$ cat config.mk
export PLATFORM = sky130hd
export DESIGN_NAME = t03_wishbone_manager
export DESIGN_NICKNAME = d
export VERILOG_FILES = /design/src/rtl/t03_pkg.sv /design/src/rtl/t03_wb_timeout_counter.sv /design/src/rtl/t03_wishbone_manager.sv
export SDC_FILE = /design/constraint.sdc
export NUM_CORES = 1
export LEC_CHECK = 0
export BUFFER_PORTS_ARGS = -buffer_cell sky130_fd_sc_hd__buf_2
export CAP_MARGIN = 0
export CORE_MARGIN = 2
export CORE_UTILIZATION = 47
export CTS_CLUSTER_DIAMETER = 40
export DETAILED_ROUTE_END_ITERATION = 16
export PLACE_DENSITY = 0.78
export SYNTH_ARGS = -nofsm -noshare
export SYNTH_HDL_FRONTEND = slang
export SYNTH_SLANG_ARGS = --single-unit
$ cat constraint.sdc
create_clock -name clk -period 1.9 [get_ports clk]
set_input_delay 0.19 -clock clk [delete_from_list [all_inputs] [get_ports clk]]
set_output_delay 0.19 -clock clk [all_outputs]
set_load 0.05 [all_outputs]
$ cat src/rtl/t03_pkg.sv
// t03_pkg: shared types and constants for the Wishbone manager
package t03_pkg;
  typedef enum logic {IDLE = 1'b0, WAIT_ACK = 1'b1} state_t;
  localparam int AW = 32;
  localparam int DW = 32;
  localparam int DEF_TIMEOUT_CYCLES = 255;
  localparam logic [DW-1:0] DEF_ERR_DATA = 32'hBAD0_BAD0;
endpackage

$ cat src/rtl/t03_wb_timeout_counter.sv
// t03_wb_timeout_counter: saturating no-ack cycle counter with terminal count
module t03_wb_timeout_counter #(
  parameter int TIMEOUT_CYCLES = t03_pkg::DEF_TIMEOUT_CYCLES
) (
  input  logic clk,
  input  logic nrst,
  input  logic clr,
  input  logic en,
  output logic tc
);
  localparam int CW = $clog2(TIMEOUT_CYCLES + 1);
  logic [CW-1:0] cnt;
  assign tc = cnt == CW'(TIMEOUT_CYCLES - 1);
  always_ff @(posedge clk or negedge nrst)
    if (!nrst) cnt <= '0;
    else cnt <= clr ? '0 : (en && !tc) ? cnt + CW'(1) : cnt;
endmodule

$ cat src/rtl/t03_wishbone_manager.sv
// t03_wishbone_manager: CPU request pulses to Wishbone B4 classic single-beat cycles
module t03_wishbone_manager
  import t03_pkg::*;
#(
  parameter int TIMEOUT_CYCLES = DEF_TIMEOUT_CYCLES,
  parameter logic [DW-1:0] ERR_DATA = DEF_ERR_DATA
) (
  input  logic          clk,
  input  logic          nrst,
  input  logic          read_i,
  input  logic          write_i,
  input  logic [AW-1:0] adr_i,
  input  logic [DW-1:0] cpu_dat_i,
  input  logic [3:0]    sel_i,
  output logic [DW-1:0] cpu_dat_o,
  output logic          busy_o,
  output logic          timeout_o,
  output logic [AW-1:0] adr_o,
  output logic [DW-1:0] dat_o,
  output logic [3:0]    sel_o,
  output logic          we_o,
  output logic          cyc_o,
  output logic          stb_o,
  input  logic [DW-1:0] dat_i,
  input  logic          ack_i
);
  state_t state_q, state_d;
  logic accept, done, tc;
  always_comb begin
    accept = state_q == IDLE && (read_i || write_i);
    done = state_q == WAIT_ACK && (ack_i || tc);
    state_d = accept ? WAIT_ACK : done ? IDLE : state_q;
  end
  t03_wb_timeout_counter #(.TIMEOUT_CYCLES(TIMEOUT_CYCLES)) u_cnt (
    .clk (clk),
    .nrst(nrst),
    .clr (state_q != WAIT_ACK || done),
    .en  (state_q == WAIT_ACK && !ack_i),
    .tc  (tc)
  );
  always_ff @(posedge clk or negedge nrst)
    if (!nrst) begin
      state_q <= IDLE;
      cpu_dat_o <= '0;
      busy_o <= 1'b0;
      timeout_o <= 1'b0;
      adr_o <= '0;
      dat_o <= '0;
      sel_o <= '0;
      we_o <= 1'b0;
      cyc_o <= 1'b0;
      stb_o <= 1'b0;
    end else begin
      state_q <= state_d;
      if (accept) begin
        adr_o <= adr_i;
        dat_o <= write_i ? cpu_dat_i : '0;
        sel_o <= sel_i;
        we_o <= write_i;
        cyc_o <= 1'b1;
        stb_o <= 1'b1;
        busy_o <= 1'b1;
        timeout_o <= 1'b0;
      end else if (done) begin
        // ack beats a coincident terminal count
        if (!we_o) cpu_dat_o <= ack_i ? dat_i : ERR_DATA;
        we_o <= 1'b0;
        cyc_o <= 1'b0;
        stb_o <= 1'b0;
        busy_o <= 1'b0;
        timeout_o <= !ack_i;
      end
    end
endmodule

==> metrics.md, run 1 <==
| Metric | Value |
|---|---|
| Status | `completed` |
| Routability cong. | `0.7922` |
| Nets@finish | `710` |
| Max-cap violations | `0` |
| Congestion Overflow GR | `0` |
| Dpl cells | `724` |
| Commonest non-fill, non-tap cell in the layout | `buf_2` |
| Initial antenna violation count | `0` |
| Most frequent cells in the layout | `buf_2, dfrtp_1, nand2_1, o21ai_0, mux2_2` |
| Worst-margin pin slew | `1.065 ns` |
| #FFs+latches synth | `111` |
| Setup crit end kind | `flop` |
| Wirelength per Cell | `14.79 um` |
| ANT nets after route | `0` |
| Critical path required time | `2.21 ns` |
| CP startpoint kind | `flop` |
| Cell Area, Synth | `4576 um2` |
| Worst-Skew Late Latency | `0.37 ns` |
| Complex-gate fraction of the synthesized area | `16.02%` |
| Peak Freq | `574.2 MHz` |
| Syn Inst Count | `399` |
| TNS Setup | `0 ns` |
| CTS tree | `done` |
| Largest family of logic cells by synthesized area | `compound AO/OA/AOI/OAI gates` |
| Mean post-synth cell area | `11.47 um2` |
| Sequential element share of the synthesized area | `60.71%` |
| Power Dens Cells | `1757 nW/um2` |
| Via count | `3,674` |
| Final non-filler cell area | `5967 um2` |
| Crit path max fanout | `16` |
| Finished Layout Cells | `741` |
| Leak | `0.003039 uW` |
| HP Start | `adr_i[15]` |
| Ys Warns | `0` |
| Clock sinks | `111` |
| Via/cell ratio | `4.958` |
| Cell Chain, Critical Path | `nor2b_1 -> o22a_1 -> o21a_1` |
| CTS Buffer Depth | `2` |
| Synthesis-to-layout area growth | `30.41%` |
| Worst slew margin | `28.87%` |
| Simple-gate share of the synthesized area | `8.203%` |
| Area share of fa/ha/maj cells after synthesis | `0.5469%` |
| Die area | `10,540 um2` |
| Die Height | `102.7 um` |
| Hold Path Class | `primary input to flop` |
| Diode count | `0` |
| Peak supply drop | `0.9741 mV` |
| Vias in the first global route | `3,346` |
| TritonCTS Buffers | `9` |
| Post-synth EDFFs | `0` |
| Async set or reset register ratio after synthesis | `100.0%` |
| GRT Resource Usage Total | `19.94%` |
| Global-route wire length before repair | `16,280 um` |
| Die width | `102.7 um` |
| Period utilization | `91.66%` |
| Final Hold Fails | `0` |
| Library cells used by synthesis | `39` |
| Buffers added on ports | `209` |
| Initial Utilization | `47.69%` |
| Initial DRC count | `111` |
| Main synth FF type | `dfrtp_1` |
| Placed inst area | `5752 um2` |
| RSZ-0062 raised after global routing | `false` |
| Final wirelength | `10,960 um` |
| # IOs | `210` |
| Largest net degree at the start of global routing | `42` |
| Syn Nets | `506` |
| DR pass1 iterations | `4` |
| Slowest cell on the critical path | `nor2b_1` |
| Max Slew Vio Count | `0` |
| Proportion of synthesized area in mux cells | `8.860%` |
| CP arrival | `2.05 ns` |
| CP startpoint | `stb_o` |
| Drt drc | `0` |
| DP HPWL | `8045 um` |
| Clock slew at reported path FFs | `0.11 ns` |
| # Post-CTS Setup Buffers | `0` |
| Final min period | `1.742 ns` |
| Layout cells sized above 1 | `45.23%` |
| Htree depth | `3` |
| Critical Path Max Stage Delay | `0.86 ns` |
| XOR/XNOR Fraction of Synth Area | `0.3828%` |
| Final setup vio count | `0` |
| Site Rows | `36` |
| Reg2Reg Launch Point | `stb_o` |
| Clock Tree Root | `clkbuf_8` |
| WS Path Type | `flop to flop` |
| CORE AREA | `9594 um2` |
| Skew final | `0.01249 ns` |
## power breakdown
group	switching, uW	internal, uW
combinational	3990	1430
sequential	517	3160
clock	843	548
total	5350	5140
## through the flow
stage / total power, uW / util, % / hold WS, ns / setup slack (ns)
CTS: 10570 / 62.13 / 0.02234 / 0.1243
global placement: 9018 / 59.95 / 0.2117 / 0.2337
detailed placement: 9165 / 59.95 / 0.2116 / 0.1474
floorplan: 7849 / - / -0.1056 / 0.08769
finish: 10480 / 62.19 / 0.04359 / 0.1585
global route: 11040 / 62.19 / 0.01606 / 0.01452
## critical path, delay by kind of cell, from the launching register on
family	cells	cell delay, ns
AO/OA/AOI/OAI	2	0.37
flip-flops	1	0.45
AND/OR/NAND/NOR	1	0.86
## sequential cells by signal (all words and copies together) (netlist names)
register   count
adr_o         32
cpu_dat_o     32
dat_o         32
u_cnt.cnt      8
sel_o          4
stb_o          1
timeout_o      1
we_o           1
## synthesized netlist by cell type (all sizes together) (2+ instances only)
master  count  area, um2
and3        2      12.51
clkbuf      8      32.53
a22oi      16      120.1
o21a       16      120.1
a31oi       2      12.51
o21ai      50      250.2
nand2      68      255.2
dfrtp     111       2778
buf        20      137.6
nor2        4      15.01
a21oi       7      35.03
inv        19      71.32
nand2b      2      12.51
o22a       16      140.1
a21o        2      16.27
ha          2      25.02
nand3       3      15.01
mux2       36      405.4
## path summary, 6_finish.rpt
path	end	depth (start not counted)	slack, ns
min in group asynchronous	adr_o[12]	2	0.35
max in group asynchronous	dat_o[16]	3	0.96
min	adr_o[15]	2	0.04
max reg2reg	cpu_dat_o[4]	3	0.16
min reg2reg	dat_o[20]	2	0.49
max	cpu_dat_o[4]	3	0.16
## metal layers
layer	vias up	global-route usage [%]	share of wire, %
li1	1781	-	-
met3	12	4.881	6.2
met1	1753	26.32	42
met2	128	33.08	51
met5	-	0	0
met4	0	5.538	1.2
## repair_timing
action / in CTS / in global routing
hold endpoints to repair: 37 / 0
gates resized for setup: 0 / 1
setup endpoints to repair: 0 / 13
hold buffers: 1 / 0
## cell families after synthesis
| kind of cell | after synthesis |
|---|---|
| DFF | 111 |
| xor gates and xnor gates | 2 |
| muxes | 36 |
| buffers and inverters | 47 |
| AOI/OAI and AO/OA | 114 |
| adders and majority gates | 2 |
| and+or+nand+nor | 87 |
## cell type report
| cell class | count | area [um2] |
|---|---|---|
| sequential | 111 | 2778 |
| clock inverter | 6 | 61.31 |
| tap | 133 | 166.4 |
| inverter | 19 | 71.32 |
| fill | 817 | 3627 |
| clock buffer | 10 | 137.6 |
| multi-input combinational | 241 | 1574 |
| timing repair buffer | 221 | 1179 |
(Power assumes the default switching activity.)
==> run 2, diff against run 1 <==
Settings changed: GPL_TIMING_DRIVEN set to 0, PLACE_DENSITY 0.78 to 0.8, SKIP_LAST_GASP set to 1.
==> metrics.md, run 2 (same netlist as run 1, synthesis figures left out) <==
| Metric | Value |
|---|---|
| Layout cells sized above 1 | `45.51%` |
| Initial DRC count | `223` |
| Clock Tree Root | `clkbuf_8` |
| GRT Resource Usage Total | `20.71%` |
| CORE AREA | `9594 um2` |
| Synthesis-to-layout area growth | `31.23%` |
| Clock sinks | `111` |
| Final wirelength | `11,510 um` |
| Buffers added on ports | `208` |
| Drt drc | `0` |
| DR pass1 iterations | `5` |
| RSZ-0062 raised after global routing | `false` |
| CP startpoint kind | `flop` |
| Die width | `102.7 um` |
| Skew final | `0.01543 ns` |
| Setup crit end kind | `flop` |
| CP arrival | `1.97 ns` |
| Peak Freq | `591.8 MHz` |
| Worst-margin pin slew | `0.7089 ns` |
| Largest net degree at the start of global routing | `60` |
| Congestion Overflow GR | `0` |
| Routability cong. | `0.7931` |
| Via/cell ratio | `5.098` |
| Die area | `10,540 um2` |
| CP top delay family | `compound AO/OA/AOI/OAI gates` |
| # IOs | `210` |
| Commonest non-fill, non-tap cell in the layout | `buf_2` |
| Initial Utilization | `47.69%` |
| Via count | `3,859` |
| Max-cap violations | `0` |
| Slowest cell on the critical path | `dfrtp_2` |
| Diode count | `0` |
| WS Path Type | `flop to flop` |
| Period utilization | `88.94%` |
| Vias in the first global route | `3,654` |
| Hold Path Class | `primary input to flop` |
| Largest registers | `adr_o (32), cpu_dat_o (32), dat_o (32)` |
| Peak supply drop | `1.050 mV` |
| CTS Buffer Depth | `2` |
| Power Dens Cells | `1752 nW/um2` |
| TritonCTS Buffers | `9` |
| Htree depth | `3` |
| Most frequent cells in the layout | `buf_2, dfrtp_1, nand2_1, o21ai_0, mux2_2` |
| Total power | `10,520 uW` |
| Critical path required time | `2.18 ns` |
| Final Hold Fails | `0` |
| ANT nets after route | `0` |
| Global-route wire length before repair | `17,130 um` |
| Bufs and invs on worst path | `2` |
| Final min period | `1.690 ns` |
| Met2 GRT Util | `34.94%` |
| Met1 Use GR | `26.78%` |
| Cell Chain, Critical Path | `inv_1 -> ha_1 -> and3_1 -> a21o_2 -> clkbuf_2 -> o21ai_0` |
| Clock slew at reported path FFs | `0.12 ns` |
| Wirelength per Cell | `15.21 um` |
| Grt met3 use | `3.525%` |
| DP HPWL | `8648 um` |
| Initial antenna violation count | `0` |
| Post-layout util | `62.58%` |
| Nets@finish | `727` |
| Final setup vio count | `0` |
| CTS tree | `done` |
| Leak | `0.003070 uW` |
| Status | `completed` |
| Die Height | `102.7 um` |
| Max Slew Vio Count | `0` |
| Site Rows | `36` |
| Worst slew margin | `52.74%` |
| Crit path max fanout | `10` |
| GRT busiest layer | `met2` |
| Critical Path Max Stage Delay | `0.44 ns` |
| Worst-Skew Late Latency | `0.37 ns` |
## run 2: cell types whose count changed in the layout (fill, tap and decap cells not counted), moves of 2 or more
cell / delta
buf_2: +10
clkbuf_1: +6
buf_4: -5
buf_6: +5
buf_12: -3
clkinv_4: +3
inv_6: -3
clkbuf_2: +2
## run 2: per-stage QoR
stage | setup WS [ns] | setup TNS [ns] | cells | hold slack (ns) | cell area [um2]
final | 0.2101 | 0 | 757 | 0.03559 | 6005
after global routing | 0.03978 | 0 | 757 | 0.02134 | 6005
after CTS | 0.1419 | 0 | 757 | 0.02088 | 6003
after detailed placement | 0.1860 | 0 | 741 | 0.2812 | 5813
after global placement | -0.5551 | -60.81 | 740 | 0.4207 | 5783
after floorplan | 0.08769 | 0 | 399 | -0.1056 | 4576
## run 2: area by class of cell
class | instances | area [um2]
inverters | 19 | 71.32
repair buffers | 210 | 1081
clock buffers | 9 | 123.9
well taps | 133 | 166.4
multi-input cells | 241 | 1556
plain buffers | 28 | 170.2
flip-flops and latches | 111 | 2779
clock inverters | 6 | 56.30
fillers | 825 | 3590
## run 2: worst paths after layout
check	startpoint	end	slack, ns	cells after the start
worst max-delay path	u_cnt.cnt[0]	cpu_dat_o[0]	0.21	6
worst min-delay path	adr_i[16]	adr_o[16]	0.04	2
worst max register to register	u_cnt.cnt[0]	cpu_dat_o[0]	0.21	6
worst min register to register	dat_o[29]	dat_o[29]	0.49	2
max in group asynchronous	nrst	dat_o[0]	0.76	3
min in group asynchronous	nrst	adr_o[13]	0.38	2
## run 2: metal layers
layer	vias up	part of all wire [%]	wire length, um
met1	1873	40	4646
met3	15	6.5	745
met2	156	51	5913
met4	0	1.8	207
li1	1815	-	-
met5	-	0	0
## run 2: worst register-to-register path: cells and delay by family, from the launching register on
family | cells | cell delay, ns
adders and majority gates | 1 | 0.24
AOI/OAI and AO/OA | 2 | 0.45
and+or+nand+nor | 1 | 0.21
buffers and inverters | 2 | 0.27
DFF | 1 | 0.44
## run 2: timing repair
action,4_1_cts,5_1_grt
endpoints found under the setup margin,0,2
endpoints found under the hold margin,52,0
gates resized for setup,0,1
hold buffers,1,0
setup buffers,0,0
## run 2: report_power, final
group	total, uW	switching, uW	leakage, uW	internal (uW)
clock network	1340	843	0.0000893	497
logic	5510	4030	0.00162	1470
registers	3670	514	0.00136	3160
total	10500	5390	0.00307	5130
